===== src/rtl/shift_extractor.sv =====
// rtl/shift_extractor.sv - 3-stage pipelined 32-bit window extractor (right shift) from a 64-bit operand.
// Optional SHIFT_EXTRACTOR_STICKY_EN adds out_sticky (OR of bits shifted out below the window).
module shift_extractor #(
   parameter int DATA_W = 32,
   parameter int IDX_W  = 6
) (
   input  logic                  clk,
   input  logic                  rst,
   input  logic                  in_valid,
   output logic                  in_ready,
   input  logic [2*DATA_W-1:0]   in_b,
   input  logic [IDX_W-1:0]      shift_index,
   output logic                  out_valid,
   input  logic                  out_ready,
   output logic [DATA_W-1:0]     out_a
`ifdef SHIFT_EXTRACTOR_STICKY_EN
   ,
   output logic                  out_sticky
`endif
);

   localparam int IN_W = 2 * DATA_W;

   logic                advance;
   logic [IDX_W-1:0]    hi_amt;
   logic [IN_W-1:0]     s1_shifted;

   logic [IN_W-1:0]     s1_data_q,  s1_data_d;
   logic [3:0]          s1_lo_q,    s1_lo_d;
   logic                s1_valid_q, s1_valid_d;
   logic [DATA_W-1:0]   s2_data_q,  s2_data_d;
   logic                s2_valid_q, s2_valid_d;
   logic [DATA_W-1:0]   out_a_q,    out_a_d;
   logic                out_valid_q, out_valid_d;

   // One global stall: every stage moves together or not at all.
   assign advance  = !out_valid_q || out_ready;
   assign in_ready = advance;
   assign hi_amt   = {shift_index[IDX_W-1:4], 4'b0000};
   assign s1_shifted = s1_data_q >> s1_lo_q;

   always_comb begin
      s1_data_d   = in_b >> hi_amt;
      s1_lo_d     = shift_index[3:0];
      s1_valid_d  = in_valid;
      s2_data_d   = s1_shifted[DATA_W-1:0];
      s2_valid_d  = s1_valid_q;
      out_a_d     = s2_data_q;
      out_valid_d = s2_valid_q;
   end

   always_ff @(posedge clk or posedge rst) begin
      if (rst) begin
         s1_data_q   <= '0;
         s1_lo_q     <= '0;
         s1_valid_q  <= 1'b0;
         s2_data_q   <= '0;
         s2_valid_q  <= 1'b0;
         out_a_q     <= '0;
         out_valid_q <= 1'b0;
      end else if (advance) begin
         s1_data_q   <= s1_data_d;
         s1_lo_q     <= s1_lo_d;
         s1_valid_q  <= s1_valid_d;
         s2_data_q   <= s2_data_d;
         s2_valid_q  <= s2_valid_d;
         out_a_q     <= out_a_d;
         out_valid_q <= out_valid_d;
      end
   end

   assign out_valid = out_valid_q;
   assign out_a     = out_a_q;

`ifdef SHIFT_EXTRACTOR_STICKY_EN
   localparam logic [IN_W-1:0] ONE = IN_W'(1);

   logic s1_sticky_q, s1_sticky_d;
   logic s2_sticky_q, s2_sticky_d;
   logic out_sticky_q, out_sticky_d;

   // Each stage ORs in the bits its own shift discards below bit 0.
   always_comb begin
      s1_sticky_d  = |(in_b & ((ONE << hi_amt) - ONE));
      s2_sticky_d  = s1_sticky_q | (|(s1_data_q & ((ONE << s1_lo_q) - ONE)));
      out_sticky_d = s2_sticky_q;
   end

   always_ff @(posedge clk or posedge rst) begin
      if (rst) begin
         s1_sticky_q  <= 1'b0;
         s2_sticky_q  <= 1'b0;
         out_sticky_q <= 1'b0;
      end else if (advance) begin
         s1_sticky_q  <= s1_sticky_d;
         s2_sticky_q  <= s2_sticky_d;
         out_sticky_q <= out_sticky_d;
      end
   end

   assign out_sticky = out_sticky_q;
`endif

endmodule


===== config.mk =====
export PLATFORM = sky130hd
export DESIGN_NAME = shift_extractor
export DESIGN_NICKNAME = d
export VERILOG_FILES = /design/src/rtl/shift_extractor.sv
export SDC_FILE = /design/constraint.sdc
export NUM_CORES = 1
export LEC_CHECK = 0
export ABC_AREA = 1
export BUFFER_PORTS_ARGS = -buffer_cell sky130_fd_sc_hd__buf_2
export CORE_MARGIN = 8
export CORE_UTILIZATION = 49
export CTS_CLUSTER_SIZE = 30
export DETAILED_ROUTE_END_ITERATION = 12
export PLACE_DENSITY = 0.77
export SLEW_MARGIN = 10
export SYNTH_ARGS = -nofsm -noshare
export SYNTH_HDL_FRONTEND = slang
export SYNTH_SLANG_ARGS = --single-unit

===== constraint.sdc =====
create_clock -name clk -period 7.8 [get_ports clk]
set_input_delay 0.78 -clock clk [delete_from_list [all_inputs] [get_ports clk]]
set_output_delay 0.78 -clock clk [all_outputs]
set_load 0.02 [all_outputs]

==> results of run 1 <==
[power by group through the flow]
stage / Clock, W / Sequential, W / Combinational, W
after global placement: 0 / 0.00100 / 0.00110
after detailed placement: 0 / 0.00101 / 0.00111
after CTS: 0.000766 / 0.000999 / 0.00112
after global routing: 0.000794 / 0.00103 / 0.00126
after floorplan: 0 / 0.00106 / 0.000777
final: 0.000759 / 0.00100 / 0.00112
[flip-flops by register name, indices dropped and copies added, names as in the netlist]
name and flops:
s1_lo_q 4, s1_data_q 47, out_a 32, s1_valid_q 1
out_valid 1, out_valid_d 1, out_a_d 32
[logic make-up after synthesis]
group,Yosys count
and+or+nand+nor,649
DFF,118
buffers and inverters,105
AOI/OAI and AO/OA,94
muxes,10
[worst max-delay path, stage by stage]
cell and delay, ps:
buf_2 80, or2_4 360, buf_4 650, buf_2 290
[placed cells by master (no fill, tap or decap), drive strengths merged]
cell        n
a211oi      1
a21oi       5
a31oi       5
buf       115
bufinv      2
clkbuf     22
clkinv      6
clkinvlp    1
dfrtp     118
inv        32
mux2i      10
nand2     388
nand3     247
nor2        8
o211ai     11
o21ai      52
o221ai     15
o22ai       5
or2         6
[final cells by class]
| class | instances | area, um2 | area share (%) |
|---|---|---|---|
| multi-input cells | 753 | 3430 | 43.4 |
| flip-flops and latches | 118 | 2950 | 37.3 |
| repair buffers | 115 | 596 | 7.53 |
| clock buffers | 22 | 474 | 6.00 |
| well taps | 180 | 225 | 2.85 |
| inverters | 32 | 125 | 1.58 |
| clock inverters | 9 | 101 | 1.28 |
[metrics by stage]
step | setup slack [ps] | util, % | hold slack, ps
5_1_grt | 4750 | 57.0 | 487
2_1_floorplan | 3890 | - | 420
3_3_place_gp | 4860 | 52.8 | 431
4_1_cts | 4850 | 57.0 | 456
6_report | 4860 | 57.0 | 457
3_5_place_dp | 4790 | 52.8 | 442
[routing by layer]
metal  global-route usage [%]  up-vias  routed length (um)
li1                         -     3395                   -
met1                     31.9     3189                8940
met2                     31.4      343                8240
met3                     5.19       36                1960
met4                     7.46        0                 386
met5                        0        -                   0
[worst max-delay path by stage]
stage | cells past startpoint | slack, ps | endpoint
2_1_floorplan | 1 | 3890 | out_a[0]$_DFFE_PP0P_
3_3_place_gp | 7 | 4860 | s1_data_q[24]$_DFFE_PP0P_
3_5_place_dp | 7 | 4790 | s1_data_q[18]$_DFFE_PP0P_
4_1_cts | 4 | 4850 | in_ready
5_1_grt | 4 | 4750 | in_ready
6_report | 4 | 4860 | in_ready
==> qor.yml, run 1 <==
track_usage_pct: 22.0
synth_top_area_share_pct: 42.4
clock-sinks: 118
dr.pass1.iters: 6
place_area_um2: 7330
instances_no_fill: 1229
yosys.area_share.xor_xnor_pct: 0
grt_pass1_vias: 6496
ys_warn_count: 0
fin_nets: 1111
arrival_ps: 2160
drive_above_1_share_pct: 14.9
p_leak_nw: 4.07
power_w: 0.00288
die_h_um: 135
finClkSkew_ps: 8.14
finalCriticalPeriod_ps: 2940
yosysTopAreaCell: "dfrtp_1"
p_comb_share_pct: 38.8
syn_to_final_growth_pct: 13.7
synth_cell_types: 24
regToRegSetupSlack_ps: 5270
fin_setup_tns_ps: 0
num_vias: 6963
synth_area_leaders: "dfrtp_1 42%, nand2_1 21%, nand3_1 18%, o21ai_0 3.5%, buf_2 2.1%"
crit_required_ps: 7020
p_clk_share_pct: 26.3
cts_resized: 0
intPower_w: 0.00170
gp_congestion: 0.887
cp-start-kind: "primary input"
synth-compound-area-share_pct: 8.18
synth_commonest_cells: "388 x nand2_1, 247 x nand3_1, 118 x dfrtp_1, 48 x o21ai_0, 29 x buf_2"
placeableCoreArea_um2: 13900
cts_buffer_depth: 2
grt_max_degree: 99
min_period_over_period_pct: 37.8
post_cts_buffers: 0
fillCellCount: 1352
cts_made_buffers: 17
cts_hold_buf: 0
yosysSeqAreaShare_pct: 42.4
worstHoldStart: "out_valid_d$_DFFE_PP0P_"
stdcell_area_um2: 7910
wl_per_cell_um: 15.9
dpl.cell_count: 1198
cap_viol_max_count: 0
synth_mux_area_share_pct: 1.44
r2r.worst_path.cells: 4
status: "complete, no violations"
cp_max_fo: 74
antenna_found_initial: 0
synth_top_family_by_area: "simple AND/OR/NAND/NOR gates"
cts-root-buf: "clkbuf_16"
path_class: "primary input to output pin"
p_switching_w: 0.00119
whs_path_depth: 2
antenna_cells: 0
start_util_pct: 50.1
wirelength_um: 19500
end_kind: "output pin"
min_to: "out_valid$_DFFE_PP0P_"
hold_path.class: "register to register"
drt-initial-drc-count: 650
seqPwrFrac_pct: 34.9
r2r-end: "out_a_d[10]$_DFFE_PP0P_"
synth_area_um2: 6960
synthesis.nets: 1050
synth.ff_latch_count: 118
globalRouteOverflowTotal: 0
die_w_um: 135
async_reset_ff_share_pct: 100
grt_pass1_wl_um: 32700
vias_per_cell: 5.67
drv_slew: 0
clock_latency_ps: 410
place_hpwl_um: 13600
yosys.area_share.simple_pct: 39.7
clkTransAtPathRegs_ps: 50
synth_edf_count: 0
timing.fmax_mhz: 340
sw_frac_of_total_pct: 41.1
setup_viol: 0
h-tree-depth: 4
hold_viol: 0
rsz0062_at_grt: "no"
rows: 43
startpoint: "out_ready"
cts_tree: "built"
ys.flop_type: "dfrtp_1"
io_pins: 108
avgSynthCellArea_um2: 7.13
powerDensity_nw_per_um2: 364
ant_nets: 0
r2r_start: "s1_lo_q[3]$_DFFE_PP0P_"
synthCells: 976
io_buffers: 107
drc: 0
tightest_slew_ps: 1100
synth.most_common_cell: "nand2_1"
maxSlewHeadroom_pct: 26.8
die_area_um2: 18300
vdd_ir_drop_max_v: 0.000194
synth_fa_ha_area_share_pct: 0
No activity file was read; power rests on OpenSTA's default activity.
==> inputs of run 2 (changes only) <==
PLACE_DENSITY = 0.8   (was 0.77)
clock period = 2.55 ns   (was 7.8 ns; I/O delays follow)
==> run 2 against run 1 <==
Against the previous run:
- global-route usage rose by 1.1 points
- register-to-register slack got worse by 4400 ps
- sequential cell count did not move
- worst setup slack got worse by 4300 ps
- via count rose by 0.90%
- non-clock buffer count rose by 11
- largest power group unchanged
==> qor.yml, run 2 (synthesized netlist as in run 1, its figures left out) <==
status: "complete, no violations"
p_comb_share_pct: 38.6
clock-sinks: 118
sw_frac_of_total_pct: 40.3
rows: 43
antenna_found_initial: 0
drt-initial-drc-count: 594
hold_path.class: "primary input to register"
grt_pass1_vias: 6681
place_hpwl_um: 14700
cts-root-buf: "clkbuf_16"
grt_pass1_wl_um: 33900
dr.pass1.iters: 5
p_switching_w: 0.00367
track_usage_pct: 23.2
antenna_cells: 0
arrival_ps: 1740
maxSlewHeadroom_pct: 43.0
cts_tree: "built"
crit_required_ps: 2300
cp_max_fo: 35
start_util_pct: 50.1
tightest_slew_ps: 854
critPathSlowestCell: "buf_4"
crit_chain: "inv_1 -> or2_4 -> buf_4 -> buf_2"
fin_ws_ps: 555
min_period_over_period_pct: 78.2
cts_buffer_depth: 2
r2r.worst_path.cells: 9
clkTransAtPathRegs_ps: 60
syn_to_final_growth_pct: 16.0
hold_viol: 0
grt_max_degree: 102
num_vias: 7026
clock_latency_ps: 420
p_leak_nw: 4.15
end_kind: "output pin"
finClkSkew_ps: 5.38
drive_above_1_share_pct: 15.6
seqPwrFrac_pct: 33.7
path_class: "register to output pin"
wl_per_cell_um: 16.6
cts_made_buffers: 17
cp-start-kind: "register"
whs_path_depth: 3
placeableCoreArea_um2: 13900
gp_congestion: 0.879
wirelength_um: 20600
ant_nets: 0
io_pins: 108
drv_slew: 0
die_area_um2: 18300
vdd_ir_drop_max_v: 0.000557
vias_per_cell: 5.66
cts_resized: 0
mostFrequentLayoutCells: "388 x nand2_1, 247 x nand3_1, 118 x dfrtp_1, 107 x buf_2, 48 x o21ai_0"
final_util_pct: 58.1
fin_setup_tns_ps: 0
regMostFlops: "s1_data_q"
rsz0062_at_grt: "no"
setup_viol: 0
cap_viol_max_count: 0
intPower_w: 0.00543
powerDensity_nw_per_um2: 1130
post_cts_buffers: 0
drc: 0
die_h_um: 135
finalCriticalPeriod_ps: 2000
largest_reg_flops: 47
io_buffers: 107
layout_commonest_cell: "nand2_1"
critical-path-max-stage-delay_ps: 380
fin_nets: 1122
die_w_um: 135
pre_cts_slack_ps: 791
p_clk_share_pct: 27.7
h-tree-depth: 4
cts_hold_buf: 1
timing.fmax_mhz: 501
globalRouteOverflowTotal: 0
[run 2: worst max-delay path, delay by kind of cell (launching register included)]
kind                   cells  cell delay, ps
DFF                        1             370
and+or+nand+nor            1             270
buffers and inverters      3             660
[run 2: layout make-up]
cell class / instances / area [um2]
multi-input cells: 753 / 3430
well taps: 180 / 225
fillers: 1322 / 5810
flip-flops and latches: 118 / 2950
repair buffers: 126 / 706
inverters: 32 / 126
clock inverters: 9 / 148
clock buffers: 23 / 478
[run 2: path summary, 6_finish.rpt]
kind	startpoint	slack, ps	end
min in group asynchronous	rst	380	out_a_d[13]$_DFFE_PP0P_
hold reg to reg	out_valid_d$_DFFE_PP0P_	440	out_valid$_DFFE_PP0P_
setup reg to reg	s1_lo_q[0]$_DFFE_PP0P_	830	out_a_d[25]$_DFFE_PP0P_
hold / removal	shift_index[0]	60	s1_lo_q[0]$_DFFE_PP0P_
max in group asynchronous	rst	1530	s1_data_q[44]$_DFFE_PP0P_
setup / recovery	out_valid$_DFFE_PP0P_	550	in_ready
[run 2: routing by layer]
metal / track usage (%) / vias to the layer above / routed length, um / part of all wire (%)
li1: - / 3410 / - / -
met1: 31.2 / 3258 / 9130 / 44
met2: 33.9 / 327 / 8960 / 44
met3: 7.49 / 31 / 2070 / 10
met4: 8.76 / 0 / 430 / 2.1
met5: 0 / - / 0 / 0
[run 2: metrics by stage]
step,cell area (um2),power [W],hold WS [ps],std cells
global route,8070,0.00975,52.3,1241
CTS,8070,0.00913,48.3,1241
finish,8070,0.00911,57.4,1241
detailed placement,7430,0.00657,276,1208
floorplan,6960,0.00562,372,976
global placement,7430,0.00651,271,1208
[run 2: power by group through the flow]
stage / clock, W / combinational (W) / sequential [W]
2_1_floorplan: 0 / 0.00238 / 0.00325
3_3_place_gp: 0 / 0.00346 / 0.00305
3_5_place_dp: 0 / 0.00350 / 0.00307
4_1_cts: 0.00255 / 0.00353 / 0.00306
5_1_grt: 0.00264 / 0.00396 / 0.00314
6_report: 0.00252 / 0.00352 / 0.00307
==> inputs of run 3 (changes only) <==
ABC_AREA = 0   (was 1)
PLACE_DENSITY = 0.78   (was 0.8)
clock period = 1.9 ns   (was 2.55 ns; I/O delays follow)
==> run 3 against run 2 <==
Against the previous run:
- hold slack lost 25 ps
- count of clock-buffer cells in the layout grew 1
- via count shrank 22%
- highest routed layer unchanged
==> qor.yml, run 3 <==
async_reset_ff_share_pct: 100
synth_edf_count: 0
end_kind: "register"
antenna_cells: 0
ys.flop_type: "dfrtp_1"
globalRouteOverflowTotal: 0
clkTransAtPathRegs_ps: 50
placeableCoreArea_um2: 13800
grt_max_degree: 65
setup_viol: 0
status: "complete, no violations"
fin_setup_tns_ps: 0
h-tree-depth: 4
drive_above_1_share_pct: 33.2
clock_latency_ps: 410
final_util_pct: 60.5
mostFrequentLayoutCells: "131 x nand2_1, 116 x dfrtp_1, 107 x buf_2, 63 x nor2_1, 62 x a21oi_1"
timing.fmax_mhz: 545
cts_made_buffers: 17
cp_max_fo: 16
die_area_um2: 18100
syn_to_final_growth_pct: 21.2
die_w_um: 134
cap_viol_max_count: 0
r2r_start: "s1_lo_q[1]$_DFFE_PP0P_"
synth_area_leaders: "dfrtp_1 43%, mux4_2 16%, nand2_1 7.2%, mux2i_1 6.8%, mux2_2 6.6%"
cts_tree: "built"
min_period_over_period_pct: 96.6
startpoint: "s1_lo_q[1]$_DFFE_PP0P_"
fillCellCount: 1156
rsz0062_at_grt: "no"
yosysTopAreaCell: "dfrtp_1"
antenna_found_initial: 0
track_usage_pct: 20.5
wirelength_um: 17900
tightest_slew_ps: 1030
gp_congestion: 0.901
io_buffers: 107
largest_reg_flops: 47
drc: 0
fin_ws_ps: 65.0
grt_pass1_vias: 5495
hold_viol: 0
maxSlewHeadroom_pct: 31.3
ys_warn_count: 0
drt-initial-drc-count: 416
r2r.worst_path.cells: 5
die_h_um: 134
synth_cell_types: 25
finClkSkew_ps: 8.04
fin_nets: 828
place_area_um2: 7660
synth_top_area_share_pct: 42.9
cts-root-buf: "clkbuf_16"
final-seq-area_um2: 2960
wl_per_cell_um: 18.9
synth_commonest_cells: "131 x nand2_1, 118 x dfrtp_1, 63 x nor2_1, 62 x a21oi_1, 48 x mux4_2"
worstHoldStart: "shift_index[1]"
place_hpwl_um: 13500
arrival_ps: 2120
path_class: "register to register"
powerDensity_nw_per_um2: 1500
p_leak_nw: 3.75
regMostFlops: "s1_data_q"
io_pins: 108
synth.ff_latch_count: 118
yosysSeqAreaShare_pct: 42.9
vias_per_cell: 5.81
avgSynthCellArea_um2: 10.5
finalCriticalPeriod_ps: 1830
vdd_ir_drop_max_v: 0.000823
synthCells: 655
grt_pass1_wl_um: 29400
synthesis.nets: 729
synth_area_um2: 6880
ant_nets: 0
dr.pass1.iters: 5
whs_path_depth: 3
drv_slew: 0
layout_commonest_cell: "nand2_1"
pre_cts_slack_ps: 61.6
cp-start-kind: "register"
stdcell_area_um2: 8330
start_util_pct: 49.9
clock-sinks: 118
hold_path.class: "primary input to register"
crit_required_ps: 2190
multiInputGateArea_um2: 3640
synth.most_common_cell: "nand2_1"
cts_buffer_depth: 2
rows: 43
num_vias: 5505
[run 3: cell families (layout without fill, tap and decap cells)]
| kind of cell | after synthesis | in the layout | synth area share [%] |
|---|---|---|---|
| DFF | 118 | 118 | 42.9 |
| buffers and inverters | 58 | 170 | 4.20 |
| muxes | 136 | 136 | 29.5 |
| AOI/OAI and AO/OA | 127 | 127 | 10.8 |
| and+or+nand+nor | 216 | 216 | 12.6 |
[run 3: worst paths after layout]
path                                            to  slack [ps]
max                        out_a_d[21]$_DFFE_PP0P_          70
max reg2reg                out_a_d[21]$_DFFE_PP0P_          70
min                         s1_lo_q[1]$_DFFE_PP0P_          30
max in group asynchronous   s1_lo_q[0]$_DFFE_PP0P_         950
min in group asynchronous    out_a[27]$_DFFE_PP0P_         360
min reg2reg                out_valid_d$_DFFE_PP0P_         450
[run 3: repair_timing]
item / in CTS / in global routing
gates resized for setup: 0 / 1
endpoints found under the hold margin: 19 / 0
setup buffers: 0 / 2
hold buffers: 5 / 0
endpoints found under the setup margin: 0 / 9
[run 3: power breakdown]
| group | leakage, nW | internal, W | switching (W) |
|---|---|---|---|
| combinational | 2.07 | 0.00232 | 0.00266 |
| clock | 0.294 | 0.00216 | 0.00109 |
| sequential | 1.39 | 0.00350 | 0.000803 |
[run 3: final cells by class]
cell class | count | area share (%)
repair buffers | 136 | 10.7
well taps | 180 | 2.70
inverters | 2 | 0.150
clock buffers | 24 | 5.78
clock inverters | 8 | 1.46
multi-input cells | 479 | 43.7
flip-flops and latches | 118 | 35.5
[run 3: critical path, cell delays in order, from the launching register on]
cell	delay, ps
dfrtp_2	420
buf_12	180
mux4_2	520
mux2_2	320
o22ai_1	190
nor2_1	70
[run 3: layer usage]
| layer | global-route usage [%] | part of all wire, % | vias up |
|---|---|---|---|
| met5 | 0 | 0 | - |
| met4 | 7.05 | 1.5 | 0 |
| met3 | 5.24 | 7.3 | 22 |
| met2 | 31.4 | 46 | 263 |
| met1 | 27.7 | 45 | 2653 |
| li1 | - | - | 2567 |
[run 3: per-stage QoR]
| step | cells | hold slack (ps) | total power, W |
|---|---|---|---|
| 3_5_place_dp | 908 | 245 | 0.00924 |
| 2_1_floorplan | 655 | 302 | 0.00777 |
| 6_report | 947 | 32.0 | 0.0125 |
| 5_1_grt | 947 | 32.2 | 0.0133 |
| 3_3_place_gp | 908 | 237 | 0.00908 |
| 4_1_cts | 945 | 30.6 | 0.0126 |
